$ cat config.mk
export PLATFORM = sky130hd
export DESIGN_NAME = uart_tx_serializer
export DESIGN_NICKNAME = d
export VERILOG_FILES = /design/src/rtl/uart_pkg.sv /design/src/rtl/uart_tx_fifo.sv /design/src/rtl/uart_tx_serializer.sv
export SDC_FILE = /design/constraint.sdc
export NUM_CORES = 1
export LEC_CHECK = 0
export CAP_MARGIN = 20
export CORE_MARGIN = 4
export CORE_UTILIZATION = 30
export DETAILED_ROUTE_END_ITERATION = 8
export HOLD_SLACK_MARGIN = 0.05
export PLACE_DENSITY = 0.56
export SYNTH_ARGS = -nofsm -noshare
export SYNTH_HDL_FRONTEND = slang
export SYNTH_SLANG_ARGS = --single-unit
$ cat constraint.sdc
create_clock -name SysClk -period 2.5 [get_ports SysClk]
set_clock_uncertainty 0.05 [all_clocks]
set_input_delay 0.5 -clock SysClk [delete_from_list [all_inputs] [get_ports SysClk]]
set_output_delay 0.5 -clock SysClk [all_outputs]
set_load 0.02 [all_outputs]
$ cat src/rtl/uart_pkg.sv
// Shared types and constants for the UART transmit path.
package uart_pkg;

    typedef enum logic [2:0] {
        IDLE,
        START,
        DATA,
        PARITY,
        STOP
    } tx_state_t;

    localparam int   DATA_BITS_MAX   = 8;
    localparam int   STOP_BITS_MIN   = 1;
    localparam logic PARITY_SEL_EVEN = 1'b0;
    localparam logic PARITY_SEL_ODD  = 1'b1;

    // Zero-padding narrower payloads does not change the XOR reduction.
    function automatic logic calc_parity(input logic [DATA_BITS_MAX-1:0] data, input logic odd);
        return (^data) ^ (odd == PARITY_SEL_ODD);
    endfunction

endpackage

$ cat src/rtl/uart_tx_fifo.sv
// Small synchronous holding FIFO in front of the serialiser; dout shows the head entry.
module uart_tx_fifo #(
    parameter int WIDTH = 8,
    parameter int DEPTH = 4
) (
    input  logic                     SysClk,
    input  logic                     Rst,
    input  logic                     push,
    input  logic                     pop,
    input  logic [WIDTH-1:0]         din,
    output logic [WIDTH-1:0]         dout,
    output logic [$clog2(DEPTH):0]   count,
    output logic                     full,
    output logic                     empty
);
    localparam int PW = $clog2(DEPTH);
    localparam int CW = PW + 1;

    logic [WIDTH-1:0] mem [DEPTH];
    logic [PW-1:0]    wr_ptr;
    logic [PW-1:0]    rd_ptr;
    logic             push_ok;
    logic             pop_ok;

    assign full    = (count == CW'(DEPTH));
    assign empty   = (count == '0);
    assign push_ok = push & ~full;
    assign pop_ok  = pop & ~empty;
    assign dout    = mem[rd_ptr];

    // Pointers wrap naturally because DEPTH is a power of two.
    always_ff @(posedge SysClk) begin
        if (Rst) begin
            wr_ptr <= '0;
            rd_ptr <= '0;
            count  <= '0;
        end else begin
            if (push_ok) wr_ptr <= wr_ptr + 1'b1;
            if (pop_ok)  rd_ptr <= rd_ptr + 1'b1;
            case ({push_ok, pop_ok})
                2'b10:   count <= count + 1'b1;
                2'b01:   count <= count - 1'b1;
                default: count <= count;
            endcase
        end
    end

    always_ff @(posedge SysClk) begin
        if (push_ok) mem[wr_ptr] <= din;
    end

endmodule

$ cat src/rtl/uart_tx_serializer.sv
// UART transmit stage: FIFO-buffered bytes serialised LSB-first, one bit per BaudClk period.
//
// state  | meaning
// IDLE   | line high, waiting for a tick with data in the FIFO
// START  | start bit (0) on the line
// DATA   | payload bits, bitcnt selects the current one
// PARITY | parity bit on the line
// STOP   | stop bit(s), stopcnt counts them; may chain straight into START
module uart_tx_serializer
    import uart_pkg::*;
#(
    parameter int DATA_BITS  = 8,
    parameter int PARITY_EN  = 1,
    parameter int PARITY_ODD = 0,
    parameter int STOP_BITS  = 1,
    parameter int FIFO_DEPTH = 4
) (
    input  logic                          SysClk,
    input  logic                          Rst,
    input  logic                          BaudClk,
    input  logic [DATA_BITS-1:0]          TxData,
    input  logic                          TxValid,
    output logic                          TxReady,
    output logic                          Tx,
    output logic                          TxBusy,
    output logic [$clog2(FIFO_DEPTH):0]   FifoCount
);
    localparam int             BW        = $clog2(DATA_BITS);
    localparam logic [BW-1:0]  LAST_BIT  = BW'(DATA_BITS - 1);
    localparam logic           LAST_STOP = (STOP_BITS > STOP_BITS_MIN);

    tx_state_t            state;
    logic                 baud_q;
    logic                 baud_tick;
    logic [DATA_BITS-1:0] shreg;
    logic                 parity_bit;
    logic [BW-1:0]        bitcnt;
    logic                 stopcnt;
    logic                 last_stop;
    logic                 fifo_full;
    logic                 fifo_empty;
    logic                 fifo_pop;
    logic [DATA_BITS-1:0] fifo_dout;
    logic                 load_parity;

    assign baud_tick   = BaudClk & ~baud_q;
    assign last_stop   = (stopcnt == LAST_STOP);
    assign TxReady     = ~fifo_full;
    assign load_parity = calc_parity(DATA_BITS_MAX'(fifo_dout), 1'(PARITY_ODD));
    assign fifo_pop    = baud_tick & ~fifo_empty &
                         ((state == IDLE) | ((state == STOP) & last_stop));

    uart_tx_fifo #(
        .WIDTH (DATA_BITS),
        .DEPTH (FIFO_DEPTH)
    ) u_fifo (
        .SysClk (SysClk),
        .Rst    (Rst),
        .push   (TxValid & TxReady),
        .pop    (fifo_pop),
        .din    (TxData),
        .dout   (fifo_dout),
        .count  (FifoCount),
        .full   (fifo_full),
        .empty  (fifo_empty)
    );

    always_ff @(posedge SysClk) begin
        if (Rst) begin
            state      <= IDLE;
            Tx         <= 1'b1;
            TxBusy     <= 1'b0;
            baud_q     <= 1'b0;
            shreg      <= '0;
            parity_bit <= 1'b0;
            bitcnt     <= '0;
            stopcnt    <= 1'b0;
        end else begin
            baud_q <= BaudClk;
            if (baud_tick) begin
                unique case (state)
                    IDLE: begin
                        if (!fifo_empty) begin
                            shreg      <= fifo_dout;
                            parity_bit <= load_parity;
                            Tx         <= 1'b0;
                            TxBusy     <= 1'b1;
                            state      <= START;
                        end else begin
                            Tx <= 1'b1;
                        end
                    end
                    START: begin
                        Tx     <= shreg[0];
                        bitcnt <= '0;
                        state  <= DATA;
                    end
                    DATA: begin
                        if (bitcnt != LAST_BIT) begin
                            shreg  <= shreg >> 1;
                            Tx     <= shreg[1];
                            bitcnt <= bitcnt + 1'b1;
                        end else if (PARITY_EN != 0) begin
                            Tx    <= parity_bit;
                            state <= PARITY;
                        end else begin
                            Tx      <= 1'b1;
                            stopcnt <= 1'b0;
                            state   <= STOP;
                        end
                    end
                    PARITY: begin
                        Tx      <= 1'b1;
                        stopcnt <= 1'b0;
                        state   <= STOP;
                    end
                    STOP: begin
                        if (!last_stop) begin
                            stopcnt <= stopcnt + 1'b1;
                        end else if (!fifo_empty) begin
                            // Next frame starts immediately, no idle bit between frames.
                            shreg      <= fifo_dout;
                            parity_bit <= load_parity;
                            Tx         <= 1'b0;
                            state      <= START;
                        end else begin
                            TxBusy <= 1'b0;
                            state  <= IDLE;
                        end
                    end
                    default: begin
                        Tx     <= 1'b1;
                        TxBusy <= 1'b0;
                        state  <= IDLE;
                    end
                endcase
            end
        end
    end

endmodule
==> out/metrics.cfg <==
[outcome]
status = finished clean

[global_routing]
grt_pass1_wl_um = 7330
grt_use_total_pct = 9.61
grt_start_max_net_pins = 27
antenna_found_initial = 0
first_global_vias = 1501
grt_remaining_overflow = 0

[yosys]
synthFlopType = edfxtp_1
syn_area_mm2 = 0.00254
synth_common_cells = edfxtp_1 (32), dfxtp_1 (27), nor2_1 (22)
syn_nets = 215
seq_area_frac_synth_pct = 59.0
synth_area_leaders = edfxtp_1 (38%), dfxtp_1 (21%), mux4_2 (7.1%)
synth.distinct_cells = 36
synth_area_per_cell_um2 = 13.1
async_reset_ff_share_pct = 0
synth_top_area_share_pct = 37.8
synth_top_area_cell = edfxtp_1
ys_ff_latch = 59
synth_edf_count = 32
ys_warn_count = 0
yosysMostFrequentCell = edfxtp_1
netlist_instances = 195

[cells_and_area]
fin_nets = 241
layout-drive-gt1-share_pct = 15.5
diodes = 0
final_area_mm2 = 0.00303
stdcell_count = 331
area_delta_synth_final_pct = 19.0

[worst_setup_path]
cp_max_fo = 3
cpPeakStageDelay_ps = 470
cp_cell_sequence = clkdlybuf4s50_1 -> nand2b_1 -> nor4_4 -> ha_1 -> inv_1 -> fa_1 -> xor2_1 -> or3_1 -> a21oi_1
cp.required_ps = 2710
end_kind = flop
slowest_stage = clkdlybuf4s50_1
worstPathArrival_ps = 2540
critical_path.startpoint_type = primary input
critPathTopFamily = simple AND/OR/NAND/NOR gates
criticalPathCategory = in2reg
path_buf_inv = 2

[drt]
wl_um = 4250
detail_route.wl_per_cell_um = 12.8
vias_per_cell = 4.49
num_vias = 1487
drc = 0
drtIter0Drc = 65
drtPass1Iterations = 4
ant_nets = 0

[clock_tree]
cts_sinks = 59
cts.path.max_buffers = 2
cts_tree = done
path_clk_slew_ps = 60
cts_setup_buffers = 0
numCtsBuffers = 9
clkLatencyLatePin_ps = 330
htree_levels = 3
cts_root_buf = clkbuf_8
cts_resized = 0
cts-hold-fix-buffers = 0

[sta]
slew_headroom_pct = 57.8
fin_setup_tns_ps = 0
tightest_slew_ps = 629
fmax_ghz = 0.430
min_period_ps = 2330
drv_slew = 0
setup_viol = 0
fin_ws_ps = 172
hold_viol_final = 0
rsz0062_at_grt = false
min_period_over_period_pct = 93.1

[power]
power.density_mw_per_mm2 = 1030
switchingPower_uw = 981
peakVddDrop_v = 0.000308
p_clk_share_pct = 25.9
internal_power_mw = 2.14
power_frac_seq_pct = 41.6
power_frac_comb_pct = 32.5
p_leak_nw = 1.02
switching_share_pct = 31.5

[place]
preCtsSetupSlack_ps = -185
port_buffers = 17
gp_congestion = 0.763
place_area_mm2 = 0.00284
dp_hpwl_um = 2880
dp_cells = 315

[floorplanning]
dieArea_mm2 = 0.0100
die_h_um = 100
num_io_pins = 18
row_count = 33
die_w_um = 100
core_mm2 = 0.00822
start_util_pct = 31.0

[run]
cap_violations = 0

[min_path]
hp-class = reg2reg

## power by group through the flow
stage          Combinational, mW  Sequential (mW)  Clock, mW
2_1_floorplan              0.787             1.31          0
3_3_place_gp                1.02             1.31          0
3_5_place_dp                1.03             1.32          0
4_1_cts                     1.03             1.30      0.838
5_1_grt                     1.14             1.32      0.878
6_report                    1.01             1.30      0.807
## cells in the final DEF (no fill, tap or decap), types with 8 or more instances in the layout
master / n
mux4_2: 8
dfxtp_1: 27
clkbuf_8: 9
a21oi_1: 10
mux2i_1: 9
buf_4: 8
xnor2_1: 9
clkdlybuf4s50_1: 17
edfxtp_1: 32
inv_1: 8
nor2_1: 22
## flip-flops by register name (all words and copies together) (netlist names), named ones only
register	count
shreg	8
parity_bit	1
bitcnt	3
Tx	1
state	3
u_fifo.rd_ptr	2
TxBusy	1
u_fifo.wr_ptr	2
u_fifo.count	3
baud_q	1
u_fifo.mem	32
## layout make-up
class,count,area [µm²]
fill,784,5190
sequential,59,1500
multi-input combinational,118,951
timing repair buffer,25,230
tap,105,131
clock buffer,10,128
clock inverter,6,56.3
inverter,8,30.0
## final timing paths
check | startpoint | to | slack [ps] | depth (start not counted)
worst max-delay path | BaudClk | u_fifo.count[2]$_SDFFE_PP0P_ | 170 | 9
worst min-delay path | shreg[7]$_SDFFE_PP0P_ | shreg[7]$_SDFFE_PP0P_ | 440 | 2
worst max register to register | u_fifo.count[0]$_SDFFE_PP0P_ | u_fifo.count[2]$_SDFFE_PP0P_ | 240 | 10
worst min register to register | shreg[7]$_SDFFE_PP0P_ | shreg[7]$_SDFFE_PP0P_ | 440 | 2
## cells by family after synthesis
kind of cell               count (synthesis)  share of synthesized area (%)
buffers and inverters                     18                           3.64
AOI/OAI and AO/OA                         29                           7.57
muxes                                     17                           10.6
and+or+nand+nor                           52                           10.8
xor gates and xnor gates                  12                           4.13
DFF                                       59                           59.0
adders and majority gates                  8                           4.23
## worst reg2reg max path, delay by kind of cell, from the launching register on
| family | cells | cell delay (ps) |
|---|---|---|
| flops | 1 | 340 |
| compound gates | 1 | 140 |
| xor+xnor | 1 | 160 |
| fa+ha+maj | 2 | 540 |
| simple gates | 3 | 740 |
| buf+inv | 3 | 240 |
## per-layer routing
metal  wire length, µm  part of all wire, %  track usage, %  vias up
li1                  -                    -               -      754
met1              1990                   47            11.9      699
met2              2010                   47            14.8       26
met3               164                  3.9            3.13        8
met4                89                  2.1            5.28        0
met5                 0                    0               0        -
## per-stage QoR
stage / hold WS [ps] / power, mW / util (%)
floorplan: 395 / 2.10 / -
global placement: 413 / 2.33 / 34.6
detailed placement: 427 / 2.35 / 34.6
CTS: 443 / 3.17 / 36.9
global route: 472 / 3.34 / 36.9
finish: 438 / 3.12 / 36.9
Note: power is estimated with default switching activity, not from simulation.
